**config.mk**
```make
export PLATFORM = sky130hd
export DESIGN_NAME = gray_codec_pipe_flat
export DESIGN_NICKNAME = d
export VERILOG_FILES = /design/src/rtl/gray_pkg.sv /design/src/rtl/gray_codec_pipe_if.sv /design/src/rtl/gray_codec_stage.sv /design/src/rtl/gray_codec_pipe.sv /design/src/flat_wrapper.sv
export SDC_FILE = /design/constraint.sdc
export NUM_CORES = 1
export LEC_CHECK = 0
export ABC_AREA = 0
export CORE_ASPECT_RATIO = 0.9
export CORE_MARGIN = 2
export CORE_UTILIZATION = 49
export CTS_CLUSTER_SIZE = 30
export DETAILED_ROUTE_END_ITERATION = 16
export GPL_ROUTABILITY_DRIVEN = 0
export PLACE_DENSITY = 0.76
export RECOVER_POWER = 100
export SLEW_MARGIN = 20
export SYNTH_ARGS = -nofsm -noshare
export SYNTH_HDL_FRONTEND = slang
export SYNTH_HIERARCHICAL = 1
export SYNTH_SLANG_ARGS = --single-unit
```
**constraint.sdc**
```tcl
create_clock -name clk -period 1.59 [get_ports clk]
set_input_delay 0.318 -clock clk [delete_from_list [all_inputs] [get_ports clk]]
set_output_delay 0.318 -clock clk [all_outputs]
set_load 0.02 [all_outputs]
```
**src/rtl/gray_pkg.sv**
```systemverilog
// Shared Gray-code helpers and mode encodings.
// Used by gray_codec_pipe, the async FIFO pointer logic and the bench model.
// The functions work on a 32-bit container (the widest legal code) and mask
// the result to the requested width, so one body serves every WIDTH.
package gray_pkg;

  localparam logic MODE_B2G  = 1'b0;  // binary -> Gray
  localparam logic MODE_G2B  = 1'b1;  // Gray -> binary
  localparam int   MAX_WIDTH = 32;

  // All-ones mask covering the low 'width' bits.
  function automatic logic [MAX_WIDTH-1:0] width_mask(input int width);
    if (width >= MAX_WIDTH) begin
      return '1;
    end
    return (32'd1 << width) - 32'd1;
  endfunction

  // g = b ^ (b >> 1); the top bit of the code passes through unchanged.
  function automatic logic [MAX_WIDTH-1:0] bin2gray_f(input logic [MAX_WIDTH-1:0] b,
                                                      input int width);
    logic [MAX_WIDTH-1:0] b_m;
    b_m = b & width_mask(width);
    return b_m ^ (b_m >> 1);
  endfunction

  // Prefix XOR from the top bit down. Zero bits above 'width' contribute
  // nothing, so scanning the whole container is equivalent.
  function automatic logic [MAX_WIDTH-1:0] gray2bin_f(input logic [MAX_WIDTH-1:0] g,
                                                      input int width);
    logic [MAX_WIDTH-1:0] g_m;
    logic [MAX_WIDTH-1:0] b;
    g_m = g & width_mask(width);
    b   = '0;
    b[MAX_WIDTH-1] = g_m[MAX_WIDTH-1];
    for (int i = MAX_WIDTH - 2; i >= 0; i--) begin
      b[i] = b[i+1] ^ g_m[i];
    end
    return b;
  endfunction

endpackage

```
**src/rtl/gray_codec_pipe_if.sv**
```systemverilog
// Valid/ready bus of gray_codec_pipe: input word channel plus result channel.
// master = producer/consumer side (testbench or surrounding logic),
// slave  = the codec itself.
interface gray_codec_pipe_if #(
  parameter int WIDTH = 7
);

  logic             in_valid;
  logic             in_ready;
  logic             in_mode;
  logic [WIDTH-1:0] in_data;
  logic             out_valid;
  logic             out_ready;
  logic             out_mode;
  logic [WIDTH-1:0] out_data;

  modport master (
    output in_valid, in_mode, in_data, out_ready,
    input  in_ready, out_valid, out_mode, out_data
  );

  modport slave (
    input  in_valid, in_mode, in_data, out_ready,
    output in_ready, out_valid, out_mode, out_data
  );

endinterface

```
**src/rtl/gray_codec_stage.sv**
```systemverilog
// Generic valid/ready register slice. Holds one payload word; accepts a new
// word whenever it is empty or its current word leaves in the same cycle, so a
// chain of these sustains one word per cycle with a combinational ready path.
module gray_codec_stage #(
  parameter int PAYLOAD_W = 8
) (
  input  logic                 clk,
  input  logic                 rst,
  input  logic                 i_valid,
  output logic                 o_ready,
  input  logic [PAYLOAD_W-1:0] i_data,
  output logic                 o_valid,
  input  logic                 i_ready,
  output logic [PAYLOAD_W-1:0] o_data
);

  logic                 r_valid;
  logic [PAYLOAD_W-1:0] r_data;

  assign o_ready = !r_valid || i_ready;
  assign o_valid = r_valid;
  assign o_data  = r_data;

  // Load on upstream transfer, empty on downstream transfer, otherwise hold.
  always_ff @(posedge clk) begin
    if (rst) begin
      r_valid <= 1'b0;
      // NOTE: the payload is reset too, not just the valid flag, because the
      // output word must read as zero straight after reset.
      r_data  <= '0;
    end else if (i_valid && o_ready) begin
      // NOTE: non-blocking assignments so every stage samples pre-edge values.
      r_valid <= 1'b1;
      r_data  <= i_data;
    end else if (i_ready) begin
      r_valid <= 1'b0;
    end
  end

endmodule

```
**src/rtl/gray_codec_pipe.sv**
```systemverilog
// Pipelined binary<->Gray converter with valid/ready handshake and a
// per-word mode bit. S1 captures the raw word, S2 registers the converted
// result. Optional Gray single-step checker enabled by GRAY_CODEC_STEP_CHK_EN;
// the data path is the same in both builds. Legal WIDTH range is 2..32.
module gray_codec_pipe
  import gray_pkg::*;
#(
  parameter int WIDTH = 7
) (
  input  logic                clk,
  input  logic                rst,
  gray_codec_pipe_if.slave    bus
`ifdef GRAY_CODEC_STEP_CHK_EN
  ,
  output logic                step_err
`endif
);

  localparam int P1_W = 1 + WIDTH;
`ifdef GRAY_CODEC_STEP_CHK_EN
  // S2 also carries the Gray operand so the checker sees it at transfer time.
  localparam int P2_W = 1 + 2 * WIDTH;
`else
  localparam int P2_W = 1 + WIDTH;
`endif

  logic             w_s1_ready;
  logic             w_s1_valid;
  logic [P1_W-1:0]  w_s1_payload;
  logic             w_s1_mode;
  logic [WIDTH-1:0] w_s1_data;
  logic             w_s2_ready;
  logic [WIDTH-1:0] w_conv;
  logic [P2_W-1:0]  w_s2_in;
  logic [P2_W-1:0]  w_s2_payload;

  // Input is refused while reset is held, even though the stages are empty.
  assign bus.in_ready = w_s1_ready && !rst;

  gray_codec_stage #(.PAYLOAD_W(P1_W)) u_s1 (
    .clk     (clk),
    .rst     (rst),
    .i_valid (bus.in_valid),
    .o_ready (w_s1_ready),
    .i_data  ({bus.in_mode, bus.in_data}),
    .o_valid (w_s1_valid),
    .i_ready (w_s2_ready),
    .o_data  (w_s1_payload)
  );

  assign w_s1_mode = w_s1_payload[WIDTH];
  assign w_s1_data = w_s1_payload[WIDTH-1:0];

  // Conversion sits between S1 and S2 so the result leaves from a register.
  always_comb begin
    // NOTE: assign a default first so no path leaves w_conv unassigned (latch).
    w_conv = w_s1_data;
    if (w_s1_mode == MODE_B2G) begin
      w_conv = WIDTH'(bin2gray_f(32'(w_s1_data), WIDTH));
    end else begin
      w_conv = WIDTH'(gray2bin_f(32'(w_s1_data), WIDTH));
    end
  end

`ifdef GRAY_CODEC_STEP_CHK_EN
  logic [WIDTH-1:0] w_gray_op;
  // The Gray side of the word: the result in mode 0, the raw input in mode 1.
  assign w_gray_op = (w_s1_mode == MODE_B2G) ? w_conv : w_s1_data;
  assign w_s2_in   = {w_gray_op, w_s1_mode, w_conv};
`else
  assign w_s2_in   = {w_s1_mode, w_conv};
`endif

  gray_codec_stage #(.PAYLOAD_W(P2_W)) u_s2 (
    .clk     (clk),
    .rst     (rst),
    .i_valid (w_s1_valid),
    .o_ready (w_s2_ready),
    .i_data  (w_s2_in),
    .o_valid (bus.out_valid),
    .i_ready (bus.out_ready),
    .o_data  (w_s2_payload)
  );

  assign bus.out_mode = w_s2_payload[WIDTH];
  assign bus.out_data = w_s2_payload[WIDTH-1:0];

`ifdef GRAY_CODEC_STEP_CHK_EN
  logic [WIDTH-1:0] w_s2_gray;
  logic [WIDTH-1:0] w_diff;
  logic             w_multi_bit;
  logic [WIDTH-1:0] r_prev_gray;
  logic             r_have_prev;
  logic             r_step_err;

  assign w_s2_gray   = w_s2_payload[2*WIDTH:WIDTH+1];
  assign w_diff      = r_prev_gray ^ w_s2_gray;
  // x & (x-1) is non-zero exactly when x has two or more bits set.
  assign w_multi_bit = |(w_diff & (w_diff - WIDTH'(1)));
  assign step_err    = r_step_err;

  // Track the Gray value of the last output transfer; pulse on a multi-bit step.
  always_ff @(posedge clk) begin
    if (rst) begin
      r_prev_gray <= '0;
      r_have_prev <= 1'b0;
      r_step_err  <= 1'b0;
    end else begin
      r_step_err <= 1'b0;
      if (bus.out_valid && bus.out_ready) begin
        r_step_err  <= r_have_prev && w_multi_bit;
        r_prev_gray <= w_s2_gray;
        r_have_prev <= 1'b1;
      end
    end
  end
`endif

endmodule

```
**src/flat_wrapper.sv**
```systemverilog
// flat-port wrapper written by rule: the top's interface ports become plain ports
module gray_codec_pipe_flat import gray_pkg::*;
#(
  parameter int WIDTH = 7
)
  (clk, rst, bus_in_valid, bus_in_mode, bus_in_data, bus_out_ready, bus_in_ready, bus_out_valid, bus_out_mode, bus_out_data);
  gray_codec_pipe_if #(.WIDTH(WIDTH)) bus_i ();
  input  logic clk;
  input  logic rst;
  input wire logic [$bits(bus_i.in_valid)-1:0] bus_in_valid;
  input wire logic [$bits(bus_i.in_mode)-1:0] bus_in_mode;
  input wire logic [$bits(bus_i.in_data)-1:0] bus_in_data;
  input wire logic [$bits(bus_i.out_ready)-1:0] bus_out_ready;
  output wire logic [$bits(bus_i.in_ready)-1:0] bus_in_ready;
  output wire logic [$bits(bus_i.out_valid)-1:0] bus_out_valid;
  output wire logic [$bits(bus_i.out_mode)-1:0] bus_out_mode;
  output wire logic [$bits(bus_i.out_data)-1:0] bus_out_data;
  assign bus_i.in_valid = bus_in_valid;
  assign bus_i.in_mode = bus_in_mode;
  assign bus_i.in_data = bus_in_data;
  assign bus_i.out_ready = bus_out_ready;
  assign bus_in_ready = bus_i.in_ready;
  assign bus_out_valid = bus_i.out_valid;
  assign bus_out_mode = bus_i.out_mode;
  assign bus_out_data = bus_i.out_data;
  gray_codec_pipe #(.WIDTH(WIDTH)) u_core (.clk(clk), .rst(rst), .bus(bus_i));
endmodule
```
## Yosys cells after proc, flatten, opt, wreduce, memory -nomap -nowiden

Cells that the tools add are included.

| word-level totals | value |
|---|---|
| register bits after elaboration | 18 |
| input port bits | 12 |
| logic and storage cells | 26 |

| cells by class | value |
|---|---|
| multiplexer cells | 5 |
| reductions and logical operators | 10 |
| bitwise gates (word level) | 7 |

Operators with widths:

| kind | number |
|---|---|
| 7-bit 2-to-1 mux | 1 |
| 7-bit by 6-bit bitwise XOR with 7-bit output | 1 |
| 1-bit bitwise XOR | 6 |
| 1-bit 2-to-1 mux | 4 |
| 2-bit nonzero test | 2 |
| 1-bit logical AND | 3 |
| 1-bit logical NOT | 3 |
| 1-bit logical OR | 2 |

## Logic depth before layout (Yosys ltp)

| depth | value |
|---|---|
| word-level depth | 7 |
| depth in mapped cells | 8 |
| depth with buffers taken out | 6 |

## Cells and area by module

The synthesis kept the hierarchy.

Modules (own cells, without submodules):

| module | area each (um2) | cells an instance | instances |
|---|---|---|---|
| gray_codec_stage | 441.7 | 41 | 2 |
| gray_codec_pipe | 165.2 | 21 | 1 |

## Worst setup path before layout

OpenSTA, ideal clock, no wires.

| timing path | value |
|---|---|
| path kind | register to output |
| start | register u_core.u_s2.r_valid, in the netlist u_core/u_s2/o_valid |
| end | output bus_in_ready |
| cell stages (with the launch flop) | 8 |
| arrival time | 1.393 ns |
| buffers on the path | 4 |
| setup slack | -0.121 ns |
| cells stage by stage | dfxtp_1 nand2b_4 buf_6 buf_6 nand2b_4 buf_6 buf_6 nor2b_1 |

| on the way | value |
|---|---|
| word-level cells in the longest chain between the ends | 4 |

RTL lines:

| element | line | source |
|---|---|---|
| start: declaration | gray_codec_stage.sv:17 | `logic r_valid;` |
| start signal: assignment | gray_codec_stage.sv:27 | `r_valid <= 1'b0;` |
| start signal: assignment | gray_codec_stage.sv:33 | `r_valid <= 1'b1;` |
| start signal: assignment | gray_codec_stage.sv:36 | `r_valid <= 1'b0;` |
| 1-bit logical NOT | gray_codec_stage.sv:20 | `assign o_ready = !r_valid \|\| i_ready;` |
| 1-bit logical OR | gray_codec_stage.sv:20 |  |
| via u_core.w_s2_ready | gray_codec_pipe.sv:32 | `logic w_s2_ready;` |
| 1-bit logical OR | gray_codec_stage.sv:20 |  |
| via u_core.w_s1_ready | gray_codec_pipe.sv:27 | `logic w_s1_ready;` |
| 1-bit logical AND | gray_codec_pipe.sv:38 | `assign bus.in_ready = w_s1_ready && !rst;` |
| end: declaration | flat_wrapper.sv:14 | `output wire logic [$bits(bus_i.in_ready)-1:0] bus_in_ready;` |

The timed path passes the listed nets, and every way through them passes these cells.

## Worst setup path in the final report

| timing path | value |
|---|---|
| start | register u_core.u_s2.r_data[2], in the netlist u_core/u_s2/o_data[2] |
| end | output bus_out_data[2] |

RTL lines:

| element | line | source |
|---|---|---|
| start: declaration | gray_codec_stage.sv:18 | `logic [PAYLOAD_W-1:0] r_data;` |
| start signal: assignment | gray_codec_stage.sv:34 | `r_data <= i_data;` |
| end: declaration | flat_wrapper.sv:17 | `output wire logic [$bits(bus_i.out_data)-1:0] bus_out_data;` |

No word-level cell between the ends.

==> key figures <==
STA
  • Worst Hold Slack: 0.5450 ns
  • Post-Route Skew: between 0.002 and 0.003 ns
  • Fmax: 650.0 MHz
  • Slew Viols, Final: 0
  • Final Setup Violations: 0
  • Minimum clock period: 1.539 ns
  • Worst rel slew slack: between 80% and 90%
  • Tightest Pin Transition: ~0.28 ns
  • Tcrit/Tclk final: 96.76%
  • Hold Fails Final Rpt: 0
  • RSZ-0062 raised after global routing: true

Synthesis
  • Post-synth top area share: 34.37%
  • Syn Std Cell Area: 1049 um^2
  • Synth area leaders: dfxtp_1, a21bo_1, a21oi_2
  • Post-synth top area cell: dfxtp_1
  • Post-Syn Area per Cell: 10.18 um^2
  • Synth Instances: 103
  • Yosys reg bits: 18
  • Distinct cells, synth: 15
  • Register area share after synthesis: between 30% and 40%
  • Syn_nets: 115
  • Total number of yosys warnings: 6

Clocking
  • Clock latency on the worst-skew pair: 0.29 ns
  • Clock buffer count from CTS: 3
  • CTS Root Cell: clkbuf_4
  • Post-CTS Setup Inserts: 0
  • Clk slew on worst S/H paths: 0.09 ns
  • Post-CTS Hold Fix Bufs: 0
  • H-tree levels: 1
  • CTS tree: yes
  • Clock Tree Buf Depth: 2
  • Clock sink count: 18

Worst setup path
  • Critical path required time: 1.27 ns
  • Critical Path AT: 1.22 ns
  • CP max-delay cell: clkdlybuf4s50_1
  • Kind of critical path: reg -> out
  • CP Capture Type: primary output
  • Slowest stage delay, CP: 0.60 ns
  • CP Max Fanout: 2
  • CP bufs+invs: 1
  • R2R depth: 6
  • Startpoint Class: register
  • Cell family with most CP delay: buffers and inverters
  • CP Cell Sequence: clkdlybuf4s50_1
  • R2r setup slk: 0.09 ns
  • Reg2reg start: u_core/u_s1/o_data[4]$_SDFFE_PP0P_
  • Reg2Reg Capture Point: u_core/u_s2/o_data[0]$_SDFFE_PP0P_

Floorplan
  • Core area: 1971 um^2
  • I/O pin total: 22
  • Initial core utilization: 53.21%
  • DIE AREA: ~2500 um^2
  • Site row count: 15
  • Die W: 52.76 um
  • Chip height: about 48 um

Layout
  • Post-route cell area: approximately 1300 um^2
  • P&R area growth vs syn: 24.58%
  • Multi-input combinational cell area: 588.1 um^2
  • Most frequent cells in the layout: nand3_1, a21bo_1, a21oi_2, dfxtp_1, clkdlybuf4s50_1
  • Nets@finish: 140
  • N_diodes: 0
  • Filler cells: 158
  • Sequential cell area: 362.8 um^2
  • Layout cells sized above 1: between 20% and 30%
  • Finished Layout Cells: 151

Power
  • Net Sw Frac: 27.26%
  • Comb power frac: 24.4%
  • Peak supply drop: roughly 0.00049 V
  • P_sw: 0.0002568 W
  • Reg power frac: 52.2%
  • Clock power frac: 23.5%
  • Power per cell area: 721.1 nW/um^2
  • Int Pwr: 0.0006852 W
  • Leakage: approximately 0.59 nW

Hold path
  • Worst hold endpoint: u_core/u_s2/o_valid$_SDFFE_PP0P_
  • Beginning of the worst hold path: bus_out_ready
  • Cell count of the worst hold path: 4
  • Worst Hold Class: in -> reg

Routing
  • DR WL/cell: 13.25 um
  • Met3 wire len: between 70 and 80 um
  • Via count: 803
  • Vias per cell: 5.318
  • Routed Wire Length: 2.001 mm
  • Drt first pass iters: 4
  • Post-DRT Antenna Nets: 0
  • WL met2: 1.072 mm
  • DRC Markers: 0
  • Initial drt markers: 7
  • WL met1: roughly 840 um
  • Top Layer Used: met4

Global route
  • Largest net degree at the start of global routing: 19
  • Vias in the first global route: between 700 and 800
  • GRT Overall Usage: 19.03%
  • First-pass GRT wire length: 3.381 mm
  • Initial antenna violation count: 0
  • Gr ovfl total: 0

Placed design
  • Area of placed instances: 1264 um^2
  • # port buffers: 21
  • HPWL after detailed placement: 1.444 mm
  • Placed Cells: 148

Run status
  • Outcome: complete, no violations

Job
  • Max Cap Viol: 0
[state kept, by name, indices dropped and copies added (netlist names)]
register             flops
u_core/u_s2/o_valid      1
u_core/u_s1/o_data       8
u_core/u_s2/o_data       8
u_core/u_s1/o_valid      1
[power by group through the flow]
stage	combinational, W	clock, W	sequential (W)
4_1_cts	0.000231	0.000235	0.000491
5_1_grt	0.000248	0.000246	0.000494
6_report	0.000230	0.000221	0.000491
3_3_place_gp	0.000223	0	0.000500
2_1_floorplan	0.000144	0	0.000515
3_5_place_dp	0.000228	0	0.000502
[synthesized netlist by cell type]
cell      instances
dfxtp_1          18
a21bo_1          16
a21oi_2          16
nand3_1          16
buf_6             8
xor2_1            7
xnor2_1           6
nand2_1           4
inv_1             3
a21oi_1           2
clkbuf_1          2
nand2b_4          2
nor2_1            1
nor2b_1           1
xnor3_1           1
[worst max path at each step]
stage,start,end,cells after the start
after detailed placement,bus_out_ready,bus_in_ready,5
after global routing,u_core/u_s1/o_data[4]$_SDFFE_PP0P_,u_core/u_s2/o_data[0]$_SDFFE_PP0P_,6
final,u_core/u_s2/o_data[2]$_SDFFE_PP0P_,bus_out_data[2],1
after CTS,u_core/u_s2/o_valid$_SDFFE_PP0P_,bus_out_valid,1
after floorplan,u_core/u_s2/o_valid$_SDFFE_PP0P_,bus_in_ready,7
after global placement,bus_out_ready,bus_in_ready,5
[per-layer routing]
layer	up-vias	global-route usage (%)
met2	13	38.25
met5	-	0
met1	392	19.08
li1	396	-
met4	0	6.154
met3	2	5.625
[per-stage QoR]
| stage | utilization, % | setup slack (ns) | total power, W | setup TNS [ns] |
|---|---|---|---|---|
| 6_report | 66.29 | 0.05146 | 0.0009420 | 0 |
| 5_1_grt | 66.29 | -0.01833 | 0.0009889 | -0.01833 |
| 4_1_cts | 65.52 | 0.004218 | 0.0009578 | 0 |
| 3_5_place_dp | 64.13 | -0.4633 | 0.0007300 | -0.4722 |
| 3_3_place_gp | 64.13 | -0.4553 | 0.0007240 | -0.4553 |
| 2_1_floorplan | - | 0.01777 | 0.0006589 | 0 |
[area by class of cell]
cell class / count / share of cell area (%)
multi-input cells: 72 / 45.02
clock buffers: 3 / 1.724
repair buffers: 30 / 22.22
well taps: 25 / 2.395
flip-flops and latches: 18 / 27.78
inverters: 3 / 0.8621
[tightest hold or removal path, delay by kind of cell]
kind,cells,cell delay [ns]
compound gates,1,0.09
buf+inv,2,0.28
simple gates,1,0.12
[what timing repair did]
item                                   CTS  global route
gates resized for setup                  8             7
setup endpoints to repair                2             8
pin swaps                                0             2
cloned                                   0             0
endpoints found under the hold margin    0             0
[kinds of logic (layout without fill, tap and decap cells)]
| logic type | Yosys count | count (layout) | share of synthesized area [%] |
|---|---|---|---|
| AOI/OAI and AO/OA | 34 | 34 | 29.59 |
| DFF | 18 | 18 | 34.37 |
| xor gates and xnor gates | 14 | 14 | 13.01 |
| and+or+nand+nor | 24 | 24 | 12.65 |
| buffers and inverters | 13 | 36 | 10.38 |
No activity file was read; power rests on OpenSTA's default activity.
